$ cat src/rtl/bcd_pkg.sv
// Shared BCD types, limits and helpers for the scan counter.
// Exports BCD_W, BCD_MAX, bcd_t and bcd_valid().
package bcd_pkg;

  localparam int   BCD_W   = 4;
  localparam logic [BCD_W-1:0] BCD_MAX = 4'd9;

  typedef logic [BCD_W-1:0] bcd_t;

  function automatic logic bcd_valid(bcd_t v);
    return (v <= BCD_MAX);
  endfunction

endpackage

$ cat src/rtl/bcd_digit_cell.sv
// One combinational BCD digit step: +1/-1 with carry/borrow out.
// Ports: d, step_in, up -> nxt, step_out.
module bcd_digit_cell
  import bcd_pkg::*;
(
  input  bcd_t d,
  input  logic step_in,
  input  logic up,
  output bcd_t nxt,
  output logic step_out
);

  always_comb begin
    nxt      = d;
    step_out = 1'b0;
    if (step_in) begin
      if (up) begin
        if (d >= BCD_MAX) begin
          nxt      = '0;
          step_out = 1'b1;
        end else begin
          nxt = d + 4'd1;
        end
      end else begin
        if (d == '0) begin
          nxt      = BCD_MAX;
          step_out = 1'b1;
        end else begin
          nxt = d - 4'd1;
        end
      end
    end
  end

endmodule

$ cat src/rtl/bcd_scan_counter.sv
// Multi-digit BCD up/down counter with parallel load and digit scanner.
// Ports: clk, rst, en, up, load, load_val -> count, tc, load_err, digit_sel, digit_bcd.
module bcd_scan_counter
  import bcd_pkg::*;
#(
  parameter int DIGITS   = 2,
  parameter int SCAN_DIV = 1000,
  parameter int SCAN_W   = 10
) (
  input  logic                  clk,
  input  logic                  rst,
  input  logic                  en,
  input  logic                  up,
  input  logic                  load,
  input  logic [4*DIGITS-1:0]   load_val,
  output logic [4*DIGITS-1:0]   count,
  output logic                  tc,
  output logic                  load_err,
  output logic [DIGITS-1:0]     digit_sel,
  output logic [3:0]            digit_bcd
);

  localparam int IDX_W = (DIGITS > 1) ? $clog2(DIGITS) : 1;

  bcd_t                cur [DIGITS];
  logic [4*DIGITS-1:0] nxt_v;
  logic [4*DIGITS-1:0] ld_v;
  logic [DIGITS-1:0]   bad_v;
  logic [DIGITS:0]     step;

  // step[0] is a constant request; en gates whether the result is used.
  assign step[0] = 1'b1;

  for (genvar i = 0; i < DIGITS; i++) begin : g_dig
    bcd_t nib;
    bcd_t nx;
    assign cur[i]   = count[4*i +: 4];
    assign nib      = load_val[4*i +: 4];
    assign bad_v[i] = !bcd_valid(nib);
    assign ld_v[4*i +: 4] = bad_v[i] ? '0 : nib;
    assign nxt_v[4*i +: 4] = nx;

    bcd_digit_cell u_cell (
      .d        (cur[i]),
      .step_in  (step[i]),
      .up       (up),
      .nxt      (nx),
      .step_out (step[i+1])
    );
  end

  always_ff @(posedge clk or posedge rst) begin
    if (rst) begin
      count    <= '0;
      tc       <= 1'b0;
      load_err <= 1'b0;
    end else begin
      load_err <= 1'b0;
      tc       <= 1'b0;
      if (load) begin
        count    <= ld_v;
        load_err <= |bad_v;
      end else if (en) begin
        count <= nxt_v;
        tc    <= step[DIGITS];
      end
    end
  end

  logic [SCAN_W-1:0] pre;
  logic [IDX_W-1:0]  idx;
  logic [IDX_W-1:0]  idx_nxt;
  logic [DIGITS-1:0] sel_nxt;
  logic              pre_wrap;

  always_comb begin
    pre_wrap = (pre == SCAN_W'(SCAN_DIV - 1));
    idx_nxt  = idx;
    if (pre_wrap) begin
      idx_nxt = (idx == IDX_W'(DIGITS - 1)) ? '0 : idx + 1'b1;
    end
    sel_nxt          = '0;
    sel_nxt[idx_nxt] = 1'b1;
  end

  // sel and bcd both follow idx_nxt so they always land on the same edge.
  always_ff @(posedge clk or posedge rst) begin
    if (rst) begin
      pre       <= '0;
      idx       <= '0;
      digit_sel <= DIGITS'(1);
      digit_bcd <= '0;
    end else begin
      pre       <= pre_wrap ? '0 : pre + 1'b1;
      idx       <= idx_nxt;
      digit_sel <= sel_nxt;
      digit_bcd <= cur[idx_nxt];
    end
  end

endmodule
$ cat config.mk
export PLATFORM = sky130hd
export DESIGN_NAME = bcd_scan_counter
export DESIGN_NICKNAME = d
export VERILOG_FILES = /design/src/rtl/bcd_pkg.sv /design/src/rtl/bcd_digit_cell.sv /design/src/rtl/bcd_scan_counter.sv
export SDC_FILE = /design/constraint.sdc
export NUM_CORES = 1
export LEC_CHECK = 0
export BUFFER_PORTS_ARGS = -buffer_cell sky130_fd_sc_hd__buf_2
export CORE_ASPECT_RATIO = 1.5
export CORE_UTILIZATION = 50
export DETAILED_ROUTE_END_ITERATION = 16
export GPL_ROUTABILITY_DRIVEN = 0
export GPL_TIMING_DRIVEN = 1
export PLACE_DENSITY = 0.79
export SLEW_MARGIN = 20
export SYNTH_ARGS = -nofsm -noshare
export SYNTH_HDL_FRONTEND = slang
export SYNTH_SLANG_ARGS = --single-unit
export TNS_END_PERCENT = 5
$ cat constraint.sdc
create_clock -name clk -period 2 [get_ports clk]
set_clock_uncertainty 0.2 [all_clocks]
set_input_delay 0.1 -clock clk [delete_from_list [all_inputs] [get_ports clk]]
set_output_delay 0.1 -clock clk [all_outputs]
set_load 0.02 [all_outputs]
==> results_tabular.tex, run 1 <==
\begin{tabular}{lr}
\hline
Metric & Value \\
\hline
\multicolumn{2}{l}{\textbf{Run status}} \\
\quad Status & complete, but fails checks \\
\quad Violations in the final reports & negative setup slack \\
\multicolumn{2}{l}{\textbf{Yosys}} \\
\quad Synth Warn \# & 0 \\
\quad Mux share of post-synthesis cell area & 0.0306 \\
\quad Distinct cell type count after synthesis & 49 \\
\quad Syn Nets & 199 \\
\quad Mean cell area of the mapped netlist & 9.19 um2 \\
\quad Post-synthesis cell type with the largest combined area & dfrtp\_1 \\
\quad Synth Register Bits & 26 \\
\quad Post-synthesis compound-gate area fraction & 0.221 \\
\quad Number of enable-type register cells in the synthesized netlist & 0 \\
\quad Post-synthesis sequential area ratio & 0.399 \\
\quad Most area-consuming cells after synthesis & dfrtp\_1 (38\%), ha\_1 (6.1\%), a21oi\_1 (4.0\%) \\
\quad Post-synthesis cell count & 178 \\
\quad Async set or reset register ratio after synthesis & 1.00 \\
\quad Most common cell in the netlist & dfrtp\_1 \\
\quad Post-synth design cell area & 1640 um2 \\
\quad Top cell type's share of synthesized area & 0.383 \\
\quad Dominant combinational cell family by area after synthesis & compound AO/OA/AOI/OAI gates \\
\quad Post-synthesis share of cell area spent on full adders, half adders and majority gates & 0.0612 \\
\quad Cell types with the highest counts after synthesis & dfrtp\_1 (25), nor2\_1 (15), a21oi\_1 (13) \\
\quad Synthesized-area fraction occupied by and/or/nand/nor cells & 0.198 \\
\quad Most used DFF post-synth & dfrtp\_1 \\
\quad XOR/XNOR share of the synthesized area & 0.0367 \\
\multicolumn{2}{l}{\textbf{Placed design}} \\
\quad Final HPWL DP & 3360 um \\
\quad Number of port buffers & 28 \\
\quad Post-place instance area & 1960 um2 \\
\quad Inst Count DP & 258 \\
\multicolumn{2}{l}{\textbf{STA}} \\
\quad Setup repair after global routing missed its margin & true \\
\quad Final setup violation count & 3 \\
\quad Achievable clock frequency & 0.491 GHz \\
\quad Total count of max-transition violations in the final report & 0 \\
\quad Number of failing hold endpoints at the final stage & 0 \\
\quad Relative max-transition margin & 0.705 \\
\quad Post-route worst hold slack & 25.2 ps \\
\quad Tmin final & 2040 ps \\
\quad Worst slew pin tran & 438 ps \\
\quad Worst-case setup margin in the final layout & -38.5 ps \\
\quad Final cycle utilization of the critical path & 1.02 \\
\multicolumn{2}{l}{\textbf{Global route}} \\
\quad GRT Residual Overflow & 0 \\
\quad Maximum number of pins on one net before global-route repair & 27 \\
\quad Global-route wire length before repair & 7550 um \\
\quad Overall Global Routing Usage & 0.283 \\
\quad Number of antenna violations at the first check in global routing & 0 \\
\quad Via count of the first global-routing pass & 1627 \\
\multicolumn{2}{l}{\textbf{Clock tree}} \\
\quad Clock tree from TritonCTS & yes \\
\quad Reg clk slew, reported paths & 80 ps \\
\quad Number of buffers inserted during clock tree synthesis & 3 \\
\quad Later-pin clock latency in the skew report & 270 ps \\
\quad Buffer cell driving the clock tree root & clkbuf\_8 \\
\quad Number of H-tree levels & 1 \\
\quad Num Clock Sinks & 26 \\
\quad Clock Tree Buf Depth & 2 \\
\multicolumn{2}{l}{\textbf{Final layout}} \\
\quad Number of nets at the end of the flow & 257 \\
\quad Cell area after layout & 2160 um2 \\
\quad Finished Layout Cells & 275 \\
\quad Synthesis-to-layout area growth & 32.0\% \\
\quad Fraction of layout instances using a drive strength above 1 & 0.332 \\
\quad Final Core Density & 0.690 \\
\quad Antenna diode instance count & 0 \\
\quad Sequential Area & 657 um2 \\
\quad Layout filler cell count & 251 \\
\quad Multi-input logic area & 935 um2 \\
\multicolumn{2}{l}{\textbf{Worst setup path}} \\
\quad Worst path arrival time & 2010 ps \\
\quad Critical Path Sink Type & flop \\
\quad Critical Path Start Type & flop \\
\quad Worst endpoint required time & 1970 ps \\
\quad Largest driver fanout on the critical path & 5 \\
\quad Type of the worst setup path & flop to flop \\
\multicolumn{2}{l}{\textbf{Route}} \\
\quad WL final & 4620 um \\
\quad Initial DRC Count & 72 \\
\quad Residual DRC & 0 \\
\quad Antenna violation net count after detailed routing & 0 \\
\quad Mean routed wirelength per cell & 16.8 um \\
\quad Total vias in the final route & 1596 \\
\quad Average via count per standard cell & 5.80 \\
\quad Pre-antenna DRT Iters & 4 \\
\multicolumn{2}{l}{\textbf{Floorplan}} \\
\quad Initial core utilization & 0.523 \\
\quad Floorplan Core Area & 3130 um2 \\
\quad Horizontal die dimension & 48.7 um \\
\quad Die area & 3510 um2 \\
\quad Vertical die dimension & 72.0 um \\
\quad Number of cell rows & 25 \\
\quad Boundary pin count & 29 \\
\multicolumn{2}{l}{\textbf{Power}} \\
\quad Worst ir drop on vdd & 0.392 mV \\
\quad Cell Pwr Density & 624 nW/um2 \\
\quad Leakage & 0.000977 uW \\
\multicolumn{2}{l}{\textbf{Job}} \\
\quad Max Cap Viol & 0 \\
\multicolumn{2}{l}{\textbf{Hold path}} \\
\quad Hold Path Class & input pin to flop \\
\hline
\end{tabular}
## per-layer routing
layer / GRT usage / vias up / wire length, um
met1: 0.323 / 770 / 1820
li1: - / 765 / -
met2: 0.517 / 49 / 2520
met4: 0.160 / 0 / 145
met3: 0.0189 / 12 / 131
met5: 0 / - / 0
## metrics by stage
| stage | setup slack [ps] | TNS [ps] | power (uW) |
|---|---|---|---|
| floorplan | -142 | -278 | 848 |
| global placement | -2.84 | -2.84 | 992 |
| detailed placement | -62.3 | -164 | 1010 |
| CTS | 6.80 | 0 | 1330 |
| global route | -97.1 | -336 | 1420 |
| finish | -38.5 | -59.6 | 1350 |
## repair_timing
item,CTS,global route
hold endpoints to repair,33,0
resized for setup,3,7
setup endpoints to repair,4,5
hold buffers,9,0
gates cloned,0,0
setup buffers,2,2
pin swaps,1,3
## cell families after synthesis
family,after synthesis
muxes,5
buffers and inverters,22
DFF,26
xor gates and xnor gates,6
and+or+nand+nor,57
AOI/OAI and AO/OA,54
adders and majority gates,8
## worst paths after layout
kind | startpoint | slack, ps | to | depth (start not counted)
worst min-delay path | load_val[5] | 30 | count[5] | 5
worst max-delay path | count[0] | -40 | count[6] | 7
worst max register to register | count[0] | -40 | count[6] | 7
worst min register to register | pre[0] | 280 | pre[0] | 1
min in group asynchronous | rst | 220 | count[3] | 4
max in group asynchronous | rst | 1100 | digit_sel[0] | 4
## flip-flops by register name (all words and copies together), names as in the netlist
| name | cells |
|---|---|
| digit_bcd | 4 |
| load_err | 1 |
| pre | 10 |
| count | 8 |
| digit_sel | 2 |
| tc | 1 |
## area by class of cell
type,count,share of cell area
flip-flops and latches,26,0.304
multi-input cells,130,0.433
well taps,40,0.0232
inverters,13,0.0249
clock buffers,4,0.0209
repair buffers,62,0.194
## placed cells by master (no fill, tap or decap), drive strengths merged, types with 8 or more instances in the layout
master       synthesis  final
a21oi               13     13
buf                  2     53
dfrtp               25     25
dlygate4sd3          0      9
ha                   8      8
inv                 12     12
nand2                8      8
nor2                15     15
o21ai                9      9
## report_power, final
group | switching (uW) | total, uW | internal, uW
Sequential | 28.9 | 586 | 557
Clock | 153 | 295 | 143
Combinational | 259 | 466 | 207
## worst max-delay path, cell delays in order (launching register included)
cell and delay [ps]:
dfrtp_2 440, inv_2 90, ha_4 160, or3b_4 390, a22oi_2 280, buf_4 200, a31oi_2 100, o31ai_1 100
(Power assumes the default switching activity.)
==> inputs of run 2 (changes only) <==
--- a/config.mk
+++ b/config.mk
@@ -7,11 +7,12 @@
 export LEC_CHECK = 0
 export BUFFER_PORTS_ARGS = -buffer_cell sky130_fd_sc_hd__buf_2
 export CORE_ASPECT_RATIO = 1.5
-export CORE_UTILIZATION = 50
+export CORE_UTILIZATION = 52
+export CTS_BUF_LIST = sky130_fd_sc_hd__clkbuf_4 sky130_fd_sc_hd__clkbuf_8
 export DETAILED_ROUTE_END_ITERATION = 16
 export GPL_ROUTABILITY_DRIVEN = 0
 export GPL_TIMING_DRIVEN = 1
-export PLACE_DENSITY = 0.79
+export PLACE_DENSITY = 0.82
 export SLEW_MARGIN = 20
 export SYNTH_ARGS = -nofsm -noshare
 export SYNTH_HDL_FRONTEND = slang
==> run 2 against run 1 <==
The flow still finishes with violations (negative setup slack). First-iteration DRC count fell by 22%. Die area fell by 3.7%. Cell area fell by 0.12%. Critical endpoint is now count[5]. Largest cell class unchanged. Largest power group unchanged.
==> results_tabular.tex, run 2 (synthesis gave the netlist of run 1 again) <==
\begin{tabular}{lr}
\hline
Metric & Value \\
\hline
\multicolumn{2}{l}{\textbf{Power}} \\
\quad Leakage & 0.000975 uW (was 0.000977 uW) \\
\quad Cell Pwr Density & 680 nW/um2 (was 624 nW/um2) \\
\quad Cell internal power dissipation & 1020 uW (was 907 uW) \\
\quad Total net switching power & 441 uW (about the same) \\
\quad Worst ir drop on vdd & 0.486 mV (was 0.392 mV) \\
\quad Sequential share of power & 0.402 (was 0.435) \\
\quad Combinational Power Share & 0.302 (was 0.346) \\
\quad Net switching share of the total power & 0.301 (was 0.327) \\
\quad Share of total power in the clock network & 0.296 (was 0.219) \\
\multicolumn{2}{l}{\textbf{Hold path}} \\
\quad Worst hold path cell count & 3 (was 5) \\
\quad Worst Min Path Start & load\_val[6] (was load\_val[5]) \\
\quad Hold Path Class & input pin to flop (unchanged) \\
\quad End of the worst hold path & count[7] (was count[5]) \\
\multicolumn{2}{l}{\textbf{Final layout}} \\
\quad Layout filler cell count & 231 (was 251) \\
\quad Finished Layout Cells & 272 (was 275) \\
\quad Number of nets at the end of the flow & 255 (was 257) \\
\quad Synthesis-to-layout area growth & 31.8\% (was 32.0\%) \\
\quad Biggest regs & pre (10), count (8), digit\_bcd (4) (unchanged) \\
\quad Commonest cells after routing, fill and taps aside & buf\_2 (28), buf\_4 (22), dfrtp\_1 (21) (was buf\_2 (28), buf\_4 (25), dfrtp\_1 (21)) \\
\quad Largest register FFs & 10 (unchanged) \\
\quad Fraction of layout instances using a drive strength above 1 & 0.318 (was 0.332) \\
\quad Most common library cell in the layout ignoring fill and taps & buf\_2 (unchanged) \\
\quad Top reg by flops & pre (unchanged) \\
\quad Antenna diode instance count & 0 (unchanged) \\
\multicolumn{2}{l}{\textbf{Floorplan}} \\
\quad Number of cell rows & 24 (was 25) \\
\quad Die area & 3380 um2 (was 3510 um2) \\
\quad Horizontal die dimension & 47.8 um (was 48.7 um) \\
\quad Floorplan Core Area & 2940 um2 (was 3130 um2) \\
\quad Vertical die dimension & 70.7 um (was 72.0 um) \\
\quad Boundary pin count & 29 (unchanged) \\
\quad Initial core utilization & 0.556 (was 0.523) \\
\multicolumn{2}{l}{\textbf{Global route}} \\
\quad Number of antenna violations at the first check in global routing & 0 (unchanged) \\
\quad Maximum number of pins on one net before global-route repair & 27 (unchanged) \\
\quad Via count of the first global-routing pass & 1582 (was 1627) \\
\quad Overall Global Routing Usage & 0.264 (was 0.283) \\
\quad Global-route wire length before repair & 6640 um (was 7550 um) \\
\quad GRT Residual Overflow & 0 (unchanged) \\
\multicolumn{2}{l}{\textbf{Placed design}} \\
\quad Inst Count DP & 254 (was 258) \\
\quad Post-Place Worst Slack & -33.5 ps (was -62.3 ps) \\
\quad Final HPWL DP & 3040 um (was 3360 um) \\
\quad Number of port buffers & 28 (unchanged) \\
\multicolumn{2}{l}{\textbf{Worst setup path}} \\
\quad Worst path arrival time & 1980 ps (was 2010 ps) \\
\quad Critical Path Start Type & flop (unchanged) \\
\quad Reg-to-reg slack, setup & -20 ps (was -40 ps) \\
\quad Largest driver fanout on the critical path & 6 (was 5) \\
\quad Critical Path Sink Type & flop (unchanged) \\
\quad Critical register-to-register path startpoint & count[0] (unchanged) \\
\quad Worst endpoint required time & 1960 ps (was 1970 ps) \\
\quad Worst R2R Path Depth & 6 (was 7) \\
\quad Crit Reg-Reg Endpoint & count[5] (was count[6]) \\
\quad Type of the worst setup path & flop to flop (unchanged) \\
\multicolumn{2}{l}{\textbf{Clock tree}} \\
\quad Later-pin clock latency in the skew report & 270 ps (about the same) \\
\quad Buffer cell driving the clock tree root & clkbuf\_8 (unchanged) \\
\quad Number of buffers inserted during clock tree synthesis & 3 (unchanged) \\
\quad Clock tree from TritonCTS & yes (unchanged) \\
\quad Num Clock Sinks & 26 (unchanged) \\
\quad Number of H-tree levels & 1 (unchanged) \\
\quad Reg clk slew, reported paths & 90 ps (was 80 ps) \\
\quad Clock Tree Buf Depth & 2 (unchanged) \\
\multicolumn{2}{l}{\textbf{STA}} \\
\quad Number of failing hold endpoints at the final stage & 0 (unchanged) \\
\quad Setup repair after global routing missed its margin & true (unchanged) \\
\quad Final setup violation count & 1 (was 3) \\
\quad Total count of max-transition violations in the final report & 0 (unchanged) \\
\quad Relative max-transition margin & 0.727 (was 0.705) \\
\quad Achievable clock frequency & 0.495 GHz (was 0.491 GHz) \\
\quad Tmin final & 2020 ps (was 2040 ps) \\
\quad Final cycle utilization of the critical path & 1.01 (was 1.02) \\
\quad Post-route worst hold slack & 10.4 ps (was 25.2 ps) \\
\quad Worst-case setup margin in the final layout & -20.2 ps (was -38.5 ps) \\
\quad Worst slew pin tran & 408 ps (was 438 ps) \\
\multicolumn{2}{l}{\textbf{Route}} \\
\quad Residual DRC & 0 (unchanged) \\
\quad Initial DRC Count & 56 (was 72) \\
\quad Mean routed wirelength per cell & 15.6 um (was 16.8 um) \\
\quad Average via count per standard cell & 5.86 (was 5.80) \\
\quad Pre-antenna DRT Iters & 6 (was 4) \\
\quad WL final & 4240 um (was 4620 um) \\
\quad Total vias in the final route & 1594 (was 1596) \\
\quad Antenna violation net count after detailed routing & 0 (unchanged) \\
\multicolumn{2}{l}{\textbf{Run status}} \\
\quad Status & complete, but fails checks (unchanged) \\
\quad Violations in the final reports & negative setup slack (unchanged) \\
\multicolumn{2}{l}{\textbf{Job}} \\
\quad Max Cap Viol & 0 (unchanged) \\
\hline
\end{tabular}
## run 2: per-stage QoR
stage | util | TNS [ps] | area [um2] | power, uW
floorplan | - | -278 | 1660 | 848
global placement | 0.659 | 0 | 1940 | 983
detailed placement | 0.659 | -79.3 | 1940 | 998
CTS | 0.721 | 0 | 2120 | 1450
global route | 0.733 | -212 | 2160 | 1540
finish | 0.733 | -20.2 | 2160 | 1460
## run 2: repair_timing
action                                 in CTS  in global routing
pin swaps                                   1                  2
hold buffers                               10                  0
setup buffers                               1                  3
setup endpoints to repair                   3                  4
gates resized for setup                     3                  5
endpoints found under the hold margin      34                  0
gates cloned                                0                  0
## run 2: power by group through the flow
stage	sequential, uW	clock [uW]	combinational, uW
2_1_floorplan	634	0	214
3_3_place_gp	593	0	390
3_5_place_dp	596	0	402
4_1_cts	586	442	423
5_1_grt	592	463	483
6_report	589	433	442
## run 2: final cells by class
| cell class | count | area [um2] | area share |
|---|---|---|---|
| Tap cell | 39 | 48.8 | 0.0226 |
| Multi-Input combinational cell | 130 | 920 | 0.427 |
| Inverter | 13 | 53.8 | 0.0250 |
| Clock buffer | 3 | 41.3 | 0.0192 |
| Timing Repair Buffer | 60 | 405 | 0.188 |
| Sequential cell | 26 | 657 | 0.305 |
| Clock inverter | 1 | 30.0 | 0.0139 |
## run 2: how the worst max path moves through the flow
| stage | from | end | slack (ps) |
|---|---|---|---|
| after floorplan | count[1] | count[4] | -140 |
| after global placement | count[5] | count[7] | 20 |
| after detailed placement | count[5] | count[7] | -30 |
| after CTS | count[5] | count[7] | 5 |
| after global routing | count[0] | count[5] | -70 |
| final | count[0] | count[5] | -20 |
## run 2: worst max-delay path, cell delays in order (launching register included)
cell and delay (ps):
dfrtp_2 450, ha_2 210, or3b_4 410, a22oi_2 290, buf_4 190, a31oi_1 80
o31ai_1 90
## run 2: layer usage
layer / part of all wire / track usage / vias to the layer above
met5: 0 / 0 / -
met4: 0.019 / 0.0772 / 0
met3: 0.029 / 0.0230 / 8
met2: 0.55 / 0.508 / 46
met1: 0.40 / 0.276 / 782
li1: - / - / 758
==> inputs of run 3 (changes only) <==
--- a/config.mk
+++ b/config.mk
@@ -13,6 +13,7 @@
 export GPL_ROUTABILITY_DRIVEN = 0
 export GPL_TIMING_DRIVEN = 1
 export PLACE_DENSITY = 0.82
+export SKIP_CTS_REPAIR_TIMING = 1
 export SLEW_MARGIN = 20
 export SYNTH_ARGS = -nofsm -noshare
 export SYNTH_HDL_FRONTEND = slang
==> run 3 against run 2 <==
The run ends with negative hold slack left. Non-clock buffer count shrank 1. Critical path depth is the same. Clock-buffer cell count is the same. Via count shrank 0.25%. Setup slack gained 34 ps. Register-to-register slack gained 30 ps. Worst hold slack lost 23 ps. Sequential share of layout area is essentially flat. Combinational power grew 2%. Total power grew 0.19%. Clock power is essentially flat. Largest cell class unchanged. Largest power group unchanged.
==> results_tabular.tex, run 3 (synthesis gave the netlist of run 1 again) <==
\begin{tabular}{lr}
\hline
Metric & Value \\
\hline
\multicolumn{2}{l}{\textbf{Run status}} \\
\quad Status & complete, but fails checks (unchanged) \\
\quad Violations in the final reports & negative hold slack (was negative setup slack) \\
\multicolumn{2}{l}{\textbf{Clock tree}} \\
\quad Num Clock Sinks & 26 (unchanged) \\
\quad Clock Tree Buf Depth & 2 (unchanged) \\
\quad Clock tree from TritonCTS & yes (unchanged) \\
\quad Number of H-tree levels & 1 (unchanged) \\
\quad Buffer cell driving the clock tree root & clkbuf\_8 (unchanged) \\
\quad Reg clk slew, reported paths & 90 ps (about the same) \\
\quad Later-pin clock latency in the skew report & 270 ps (about the same) \\
\quad Number of buffers inserted during clock tree synthesis & 3 (unchanged) \\
\multicolumn{2}{l}{\textbf{Final layout}} \\
\quad Fraction of layout instances using a drive strength above 1 & 0.328 (was 0.318) \\
\quad Finished Layout Cells & 271 (was 272) \\
\quad Biggest regs & pre (10), count (8), digit\_bcd (4) (unchanged) \\
\quad Final Core Density & 0.733 (about the same) \\
\quad Largest register FFs & 10 (unchanged) \\
\quad Antenna diode instance count & 0 (unchanged) \\
\quad Most common library cell in the layout ignoring fill and taps & buf\_2 (unchanged) \\
\quad Top reg by flops & pre (unchanged) \\
\quad Number of nets at the end of the flow & 254 (was 255) \\
\quad Synthesis-to-layout area growth & 32.0\% (was 31.8\%) \\
\quad Commonest cells after routing, fill and taps aside & buf\_2 (28), buf\_4 (23), dfrtp\_1 (21) (was buf\_2 (28), buf\_4 (22), dfrtp\_1 (21)) \\
\multicolumn{2}{l}{\textbf{Route}} \\
\quad Initial DRC Count & 66 (was 56) \\
\quad Highest routed metal layer & met4 (unchanged) \\
\quad WL final & 4220 um (was 4240 um) \\
\quad Antenna violation net count after detailed routing & 0 (unchanged) \\
\quad Total vias in the final route & 1590 (was 1594) \\
\quad Pre-antenna DRT Iters & 4 (was 6) \\
\quad Met3 wire length & 113 um (was 122 um) \\
\quad M1 WL & 1690 um (was 1680 um) \\
\quad Met2 Wirelength & 2330 um (was 2350 um) \\
\quad Mean routed wirelength per cell & 15.6 um (about the same) \\
\quad Average via count per standard cell & 5.87 (was 5.86) \\
\quad Residual DRC & 0 (unchanged) \\
\multicolumn{2}{l}{\textbf{STA}} \\
\quad Worst slew pin tran & 401 ps (was 408 ps) \\
\quad Final TNS setup & 0 ps (was -20.2 ps) \\
\quad Final setup violation count & 0 (was 1) \\
\quad Final cycle utilization of the critical path & 0.993 (was 1.01) \\
\quad Number of failing hold endpoints at the final stage & 2 (was 0) \\
\quad Setup repair after global routing missed its margin & true (unchanged) \\
\quad Achievable clock frequency & 0.503 GHz (was 0.495 GHz) \\
\quad Relative max-transition margin & 0.731 (was 0.727) \\
\quad Total count of max-transition violations in the final report & 0 (unchanged) \\
\quad Post-route worst hold slack & -12.3 ps (was 10.4 ps) \\
\quad Tmin final & 1990 ps (was 2020 ps) \\
\multicolumn{2}{l}{\textbf{Worst setup path}} \\
\quad Reg-to-reg slack, setup & 10 ps (was -20 ps) \\
\quad Largest driver fanout on the critical path & 6 (unchanged) \\
\quad Crit Reg-Reg Endpoint & count[5] (unchanged) \\
\quad Start point of the critical path & count[0] (unchanged) \\
\quad Critical register-to-register path startpoint & count[0] (unchanged) \\
\quad Worst path arrival time & 1950 ps (was 1980 ps) \\
\quad Worst R2R Path Depth & 6 (unchanged) \\
\quad Worst endpoint required time & 1970 ps (was 1960 ps) \\
\quad Type of the worst setup path & flop to flop (unchanged) \\
\quad Critical Path Sink Type & flop (unchanged) \\
\quad Critical Path Start Type & flop (unchanged) \\
\multicolumn{2}{l}{\textbf{Global route}} \\
\quad Maximum number of pins on one net before global-route repair & 27 (unchanged) \\
\quad Via count of the first global-routing pass & 1489 (was 1582) \\
\quad GRT Residual Overflow & 0 (unchanged) \\
\quad Number of antenna violations at the first check in global routing & 0 (unchanged) \\
\quad Overall Global Routing Usage & 0.248 (was 0.264) \\
\quad Global-route wire length before repair & 6280 um (was 6640 um) \\
\multicolumn{2}{l}{\textbf{Placed design}} \\
\quad Number of port buffers & 28 (unchanged) \\
\quad Inst Count DP & 254 (unchanged) \\
\quad Final HPWL DP & 3040 um (unchanged) \\
\multicolumn{2}{l}{\textbf{Hold path}} \\
\quad Worst Min Path Start & load\_val[2] (was load\_val[6]) \\
\quad End of the worst hold path & count[3] (was count[7]) \\
\quad Hold Path Class & input pin to flop (unchanged) \\
\quad Worst hold path cell count & 4 (was 3) \\
\multicolumn{2}{l}{\textbf{Floorplan}} \\
\quad Vertical die dimension & 70.7 um (unchanged) \\
\quad Floorplan Core Area & 2940 um2 (unchanged) \\
\quad Initial core utilization & 0.556 (unchanged) \\
\quad Horizontal die dimension & 47.8 um (unchanged) \\
\quad Boundary pin count & 29 (unchanged) \\
\quad Number of cell rows & 24 (unchanged) \\
\quad Die area & 3380 um2 (unchanged) \\
\multicolumn{2}{l}{\textbf{Power}} \\
\quad Worst ir drop on vdd & 0.483 mV (was 0.486 mV) \\
\quad Power consumption & 1470 uW (was 1460 uW) \\
\quad Leakage & 0.000971 uW (was 0.000975 uW) \\
\quad Cell Pwr Density & 680 nW/um2 (about the same) \\
\multicolumn{2}{l}{\textbf{Job}} \\
\quad Max Cap Viol & 0 (unchanged) \\
\hline
\end{tabular}
run 3: final cells by class:
| class | instances | area, um2 |
|---|---|---|
| tap | 39 | 48.8 |
| multi-input combinational | 130 | 935 |
| timing repair buffer | 59 | 393 |
| sequential | 26 | 657 |
| fill | 223 | 785 |
| clock inverter | 1 | 30.0 |
| inverter | 13 | 53.8 |
| clock buffer | 3 | 41.3 |
run 3: metrics by stage:
stage | area, um2 | setup slack (ps)
2_1_floorplan | 1660 | -142
3_3_place_gp | 1940 | 24.9
3_5_place_dp | 1940 | -33.5
4_1_cts | 2010 | -53.5
5_1_grt | 2160 | -45.7
6_report | 2160 | 13.7
run 3: power breakdown:
group,switching (uW),internal [uW],leakage [uW]
clock,164,268,0.0000357
combinational,247,203,0.000613
sequential,29.5,557,0.000323
run 3: worst max path at each step:
stage	endpoint	slack, ps
after floorplan	count[4]	-140
after global placement	count[7]	20
after detailed placement	count[7]	-30
after CTS	count[7]	-50
after global routing	count[5]	-50
final	count[5]	10
run 3: worst max-delay path, cell delays in order (launching register included):
cell and delay [ps]:
dfrtp_2 450, ha_2 200, or3b_4 410, a22oi_2 270, buf_4 190, a31oi_1 80
o31ai_1 80
run 3: per-layer routing:
metal,global-route usage,vias to the layer above
met1,0.271,781
met4,0.0772,0
met5,0,-
met2,0.464,44
li1,-,757
met3,0.0230,8
